<file path="src/rtl/io_bus_master.sv">
// Initiator for the memory-mapped IO port: read, write and bit-set/clear
// read-modify-write requests, with registered bus outputs and a one-cycle completion pulse.
module io_bus_master #(
   parameter int unsigned ADDR_WIDTH = 5,
   parameter int unsigned DATA_WIDTH = 8
) (
   input  logic                  clk,
   input  logic                  reset,
   input  logic                  req_valid,
   output logic                  req_ready,
   input  logic [1:0]            req_op,
   input  logic [ADDR_WIDTH-1:0] req_addr,
   input  logic [DATA_WIDTH-1:0] req_data,
   output logic                  resp_valid,
   output logic [DATA_WIDTH-1:0] resp_data,
   output logic [ADDR_WIDTH-1:0] readaddr,
   input  logic [DATA_WIDTH-1:0] readdata,
   output logic [ADDR_WIDTH-1:0] writeaddr,
   output logic [DATA_WIDTH-1:0] writedata,
   output logic                  write_en
);

   localparam int unsigned IdxWidth = (DATA_WIDTH > 1) ? $clog2(DATA_WIDTH) : 1;

   localparam logic [1:0] OpRead  = 2'b00;
   localparam logic [1:0] OpWrite = 2'b01;
   localparam logic [1:0] OpClr   = 2'b11;

   typedef enum logic [1:0] {StIdle, StRdWait, StRdData, StWr} state_e;

   state_e                r_state, w_state_d;
   logic [1:0]            r_op, w_op_d;
   logic [ADDR_WIDTH-1:0] r_addr, w_addr_d;
   logic [IdxWidth-1:0]   r_idx, w_idx_d;
   logic [ADDR_WIDTH-1:0] r_readaddr, w_readaddr_d;
   logic [ADDR_WIDTH-1:0] r_writeaddr, w_writeaddr_d;
   logic [DATA_WIDTH-1:0] r_writedata, w_writedata_d;
   logic [DATA_WIDTH-1:0] r_resp_data, w_resp_data_d;
   logic                  r_write_en, w_write_en_d;
   logic                  r_resp_valid, w_resp_valid_d;
   logic [DATA_WIDTH-1:0] w_mask;
   logic [DATA_WIDTH-1:0] w_modified;

   assign w_mask     = DATA_WIDTH'(1) << r_idx;
   assign w_modified = (r_op == OpClr) ? (readdata & ~w_mask) : (readdata | w_mask);

   assign req_ready  = (r_state == StIdle) && !reset;
   assign resp_valid = r_resp_valid;
   assign resp_data  = r_resp_data;
   assign readaddr   = r_readaddr;
   assign writeaddr  = r_writeaddr;
   assign writedata  = r_writedata;
   assign write_en   = r_write_en;

   always_comb begin
      w_state_d      = r_state;
      w_op_d         = r_op;
      w_addr_d       = r_addr;
      w_idx_d        = r_idx;
      w_readaddr_d   = r_readaddr;
      w_writeaddr_d  = r_writeaddr;
      w_writedata_d  = r_writedata;
      w_resp_data_d  = r_resp_data;
      w_write_en_d   = 1'b0;
      w_resp_valid_d = 1'b0;

      unique case (r_state)
         StIdle: begin
            if (req_valid) begin
               w_op_d   = req_op;
               w_addr_d = req_addr;
               w_idx_d  = req_data[IdxWidth-1:0];
               if (req_op == OpWrite) begin
                  w_writeaddr_d = req_addr;
                  w_writedata_d = req_data;
                  w_write_en_d  = 1'b1;
                  w_resp_data_d = req_data;
                  w_state_d     = StWr;
               end else begin
                  w_readaddr_d = req_addr;
                  w_state_d    = StRdWait;
               end
            end
         end
         StRdWait: w_state_d = StRdData;
         StRdData: begin
            if (r_op == OpRead) begin
               w_resp_data_d  = readdata;
               w_resp_valid_d = 1'b1;
               w_state_d      = StIdle;
            end else begin
               // Bit-op: write back the value read this edge; response follows the write
               w_writeaddr_d = r_addr;
               w_writedata_d = w_modified;
               w_write_en_d  = 1'b1;
               w_state_d     = StWr;
            end
         end
         StWr: begin
            if (r_op[1]) begin
               w_resp_data_d = r_writedata;
            end
            w_resp_valid_d = 1'b1;
            w_state_d      = StIdle;
         end
      endcase
   end

   always_ff @(posedge clk) begin
      if (reset) begin
         r_state      <= StIdle;
         r_op         <= 2'b00;
         r_addr       <= '0;
         r_idx        <= '0;
         r_readaddr   <= '0;
         r_writeaddr  <= '0;
         r_writedata  <= '0;
         r_resp_data  <= '0;
         r_write_en   <= 1'b0;
         r_resp_valid <= 1'b0;
      end else begin
         r_state      <= w_state_d;
         r_op         <= w_op_d;
         r_addr       <= w_addr_d;
         r_idx        <= w_idx_d;
         r_readaddr   <= w_readaddr_d;
         r_writeaddr  <= w_writeaddr_d;
         r_writedata  <= w_writedata_d;
         r_resp_data  <= w_resp_data_d;
         r_write_en   <= w_write_en_d;
         r_resp_valid <= w_resp_valid_d;
      end
   end

endmodule

</file>
<file path="config.mk">
export PLATFORM = sky130hd
export DESIGN_NAME = io_bus_master
export DESIGN_NICKNAME = d
export VERILOG_FILES = /design/src/rtl/io_bus_master.sv
export SDC_FILE = /design/constraint.sdc
export NUM_CORES = 1
export LEC_CHECK = 0
export CAP_MARGIN = 15
export CORE_UTILIZATION = 34
export DETAILED_ROUTE_END_ITERATION = 7
export PLACE_DENSITY = 0.6
export SLEW_MARGIN = 20
export SYNTH_ARGS = -nofsm -noshare
export SYNTH_HDL_FRONTEND = slang
export SYNTH_SLANG_ARGS = --single-unit
</file>
<file path="constraint.sdc">
create_clock -name clk -period 2.7 [get_ports clk]
set_input_delay 0.405 -clock clk [delete_from_list [all_inputs] [get_ports clk]]
set_output_delay 0.405 -clock clk [all_outputs]
set_load 0.05 [all_outputs]
</file>
==> results.sh <==
export IMPL_final_cell_mix="53 x clkdlybuf4s50_1, 40 x dfxtp_1, 32 x nand2_1, 18 x a21oi_1, 16 x mux2i_1"
export IMPL_avgSynthCellArea_um2=8.846
export IMPL_first_global_vias=2006
export IMPL_ir_drop_mv=0.2613
export IMPL_cts_sinks=40
export IMPL_timing_slew_headroom=0.5527
export IMPL_seq_area_um2=800.8
export IMPL_synth_top_area_share=0.3710
export IMPL_worstRegToRegCells=4
export IMPL_drtPass1Iterations=4
export IMPL_diodes=0
export IMPL_rsz0062_at_grt="false"
export IMPL_vias=2004
export IMPL_async_flop_share=0
export IMPL_gp_congestion=0.7141
export IMPL_hold_buffers=0
export IMPL_end_kind="output pin"
export IMPL_dp_hpwl_mm=3.766
export IMPL_start_kind="flip-flop"
export IMPL_cts_setup_buffers=0
export IMPL_die_area_mm2=0.006671
export IMPL_finalPower_w=0.001679
export IMPL_finalMaxSlewViolations=0
export IMPL_cp_max_fo=18
export IMPL_path_class="reg -> out"
export IMPL_finalNonFillerCells=363
export IMPL_required_ns=2.30
export IMPL_antenna_found_initial=0
export IMPL_ys_types=34
export IMPL_worst_ep_arrival_time_ns=1.54
export IMPL_period_share=0.7199
export IMPL_worstSkewPairLatency_ns=0.29
export IMPL_multi_input_area_mm2=0.001202
export IMPL_cts_tree="yes"
export IMPL_synth_edf_count=0
export IMPL_grt_max_degree=49
export IMPL_setup_viol=0
export IMPL_start_util=0.3582
export IMPL_layout_commonest_cell="clkdlybuf4s50_1"
export IMPL_power_density_mw_per_mm2=589.3
export IMPL_drv_cap=0
export IMPL_synth_cells=244
export IMPL_syn_to_final_growth_pct=32.00
export IMPL_path_clk_slew_ns=0.08
export IMPL_fillCellCount=586
export IMPL_yosys_warnings=0
export IMPL_holdPathStages=2
export IMPL_cts_buffers=5
export IMPL_root_buffer="clkbuf_8"
export IMPL_nets=313
export IMPL_yosys_top_cells_area="dfxtp_1 37%, mux2i_1 7.4%, nand2_1 5.6%"
export IMPL_cts_resized_gates=0
export IMPL_finalHoldViolCount=0
export IMPL_drc_errors=0
export IMPL_ys_seq_area_frac=0.3710
export IMPL_portBuffers=54
export IMPL_tightest_slew_ns=0.6688
export IMPL_synthFlopType="dfxtp_1"
export IMPL_io_pins=55
export IMPL_core_area_mm2=0.006026
export IMPL_fmax_ghz=0.5145
export IMPL_syn_num_nets=270
export IMPL_tns_ns=0
export IMPL_grt_overflow=0
export IMPL_synth_area_mm2=0.002158
export IMPL_die_height_um=81.68
export IMPL_synth_seq_cells=40
export IMPL_leakage_nw=1.042
export IMPL_track_usage=0.1956
export IMPL_drtIter0Drc=113
export IMPL_clockBufferDepth=2
export IMPL_ant_nets=0
export IMPL_cts_max_level=2
export IMPL_skew_ns=0.001662
export IMPL_holdCritPathClass="reg -> reg"
export IMPL_fp_row_count=28
export IMPL_die_width_um=81.68
export IMPL_wire_per_inst_um=15.81
export IMPL_postLayoutCoreUtil=0.4728
export IMPL_yosysTopAreaCell="dfxtp_1"
export IMPL_drive_gt1_frac=0.08681
export IMPL_drt_wl_total_mm=5.740
export IMPL_grt_first_pass_wirelength_mm=10.06
export IMPL_via_per_inst=5.521
export IMPL_placed_cells=355
export IMPL_status="finished clean"
export IMPL_layout_min_cycle_time_ns=1.944
-- cells in the mapped netlist (all sizes together) (2+ instances only) --
cell,count
and3,2
a211o,8
nand2b,10
a2bb2oi,6
o21ai,5
buf,17
clkbuf,11
a21oi,18
a311oi,13
mux2i,16
a22oi,2
and3b,4
or3b,3
dfxtp,40
nor2,10
nand3b,8
nor3,2
nand2,32
nor3b,5
a221oi,13
nand3,11
-- metrics by stage --
stage / hold WS [ns] / setup WS [ns] / instance area [um2]
2_1_floorplan: 0.4366 / 0.4710 / 2158
3_3_place_gp: 0.4452 / 0.6515 / 2723
3_5_place_dp: 0.4478 / 0.5839 / 2723
4_1_cts: 0.4593 / 0.7423 / 2849
5_1_grt: 0.4748 / 0.6491 / 2849
6_report: 0.4567 / 0.7563 / 2849
-- where the power goes --
group	internal, W	total (W)	switching, W
registers	0.000633	0.000669	0.0000360
clock network	0.000326	0.000543	0.000217
logic	0.000190	0.000467	0.000277
total	0.00115	0.00168	0.000530
-- layout make-up --
type,instances,share of cell area
clock buffers,7,0.03382
well taps,75,0.03294
multi-input cells,176,0.4220
flip-flops and latches,40,0.2811
clock inverters,1,0.01054
repair buffers,64,0.2196
-- cell families after synthesis --
group                  synth area share
AOI/OAI and AO/OA                0.2516
and+or+nand+nor                  0.2313
buffers and inverters           0.07188
muxes                           0.07420
DFF                              0.3710
-- sequential cells by signal (all words and copies together), names as in the netlist --
signal / flops
r_addr: 5
writeaddr: 5
r_state: 2
writedata: 8
write_en: 1
r_op: 2
readaddr: 5
resp_valid: 1
r_idx: 3
resp_data: 8
-- final timing paths --
| kind | from | end | slack, ns |
|---|---|---|---|
| setup / recovery | r_state[0]$_SDFFE_PP0P_ | req_ready | 0.76 |
| hold / removal | r_addr[1]$_SDFFE_PP0P_ | r_addr[1]$_SDFFE_PP0P_ | 0.46 |
| setup reg to reg | r_state[1]$_SDFFE_PP0P_ | resp_data[3]$_SDFFE_PP0P_ | 0.82 |
| hold reg to reg | r_addr[1]$_SDFFE_PP0P_ | r_addr[1]$_SDFFE_PP0P_ | 0.46 |
-- critical path, cell delays in order, from the launching register on --
cell	delay, ns
dfxtp_1	0.42
buf_4	0.26
nor3_1	0.37
buf_12	0.19
-- routing by layer --
metal	up-vias	global-route usage	wire, um
met4	0	0.07368	101
met1	949	0.2725	2855
met2	56	0.2983	2508
met5	-	0	0
li1	991	-	-
met3	8	0.03556	275
No activity file was read; power rests on OpenSTA's default activity.
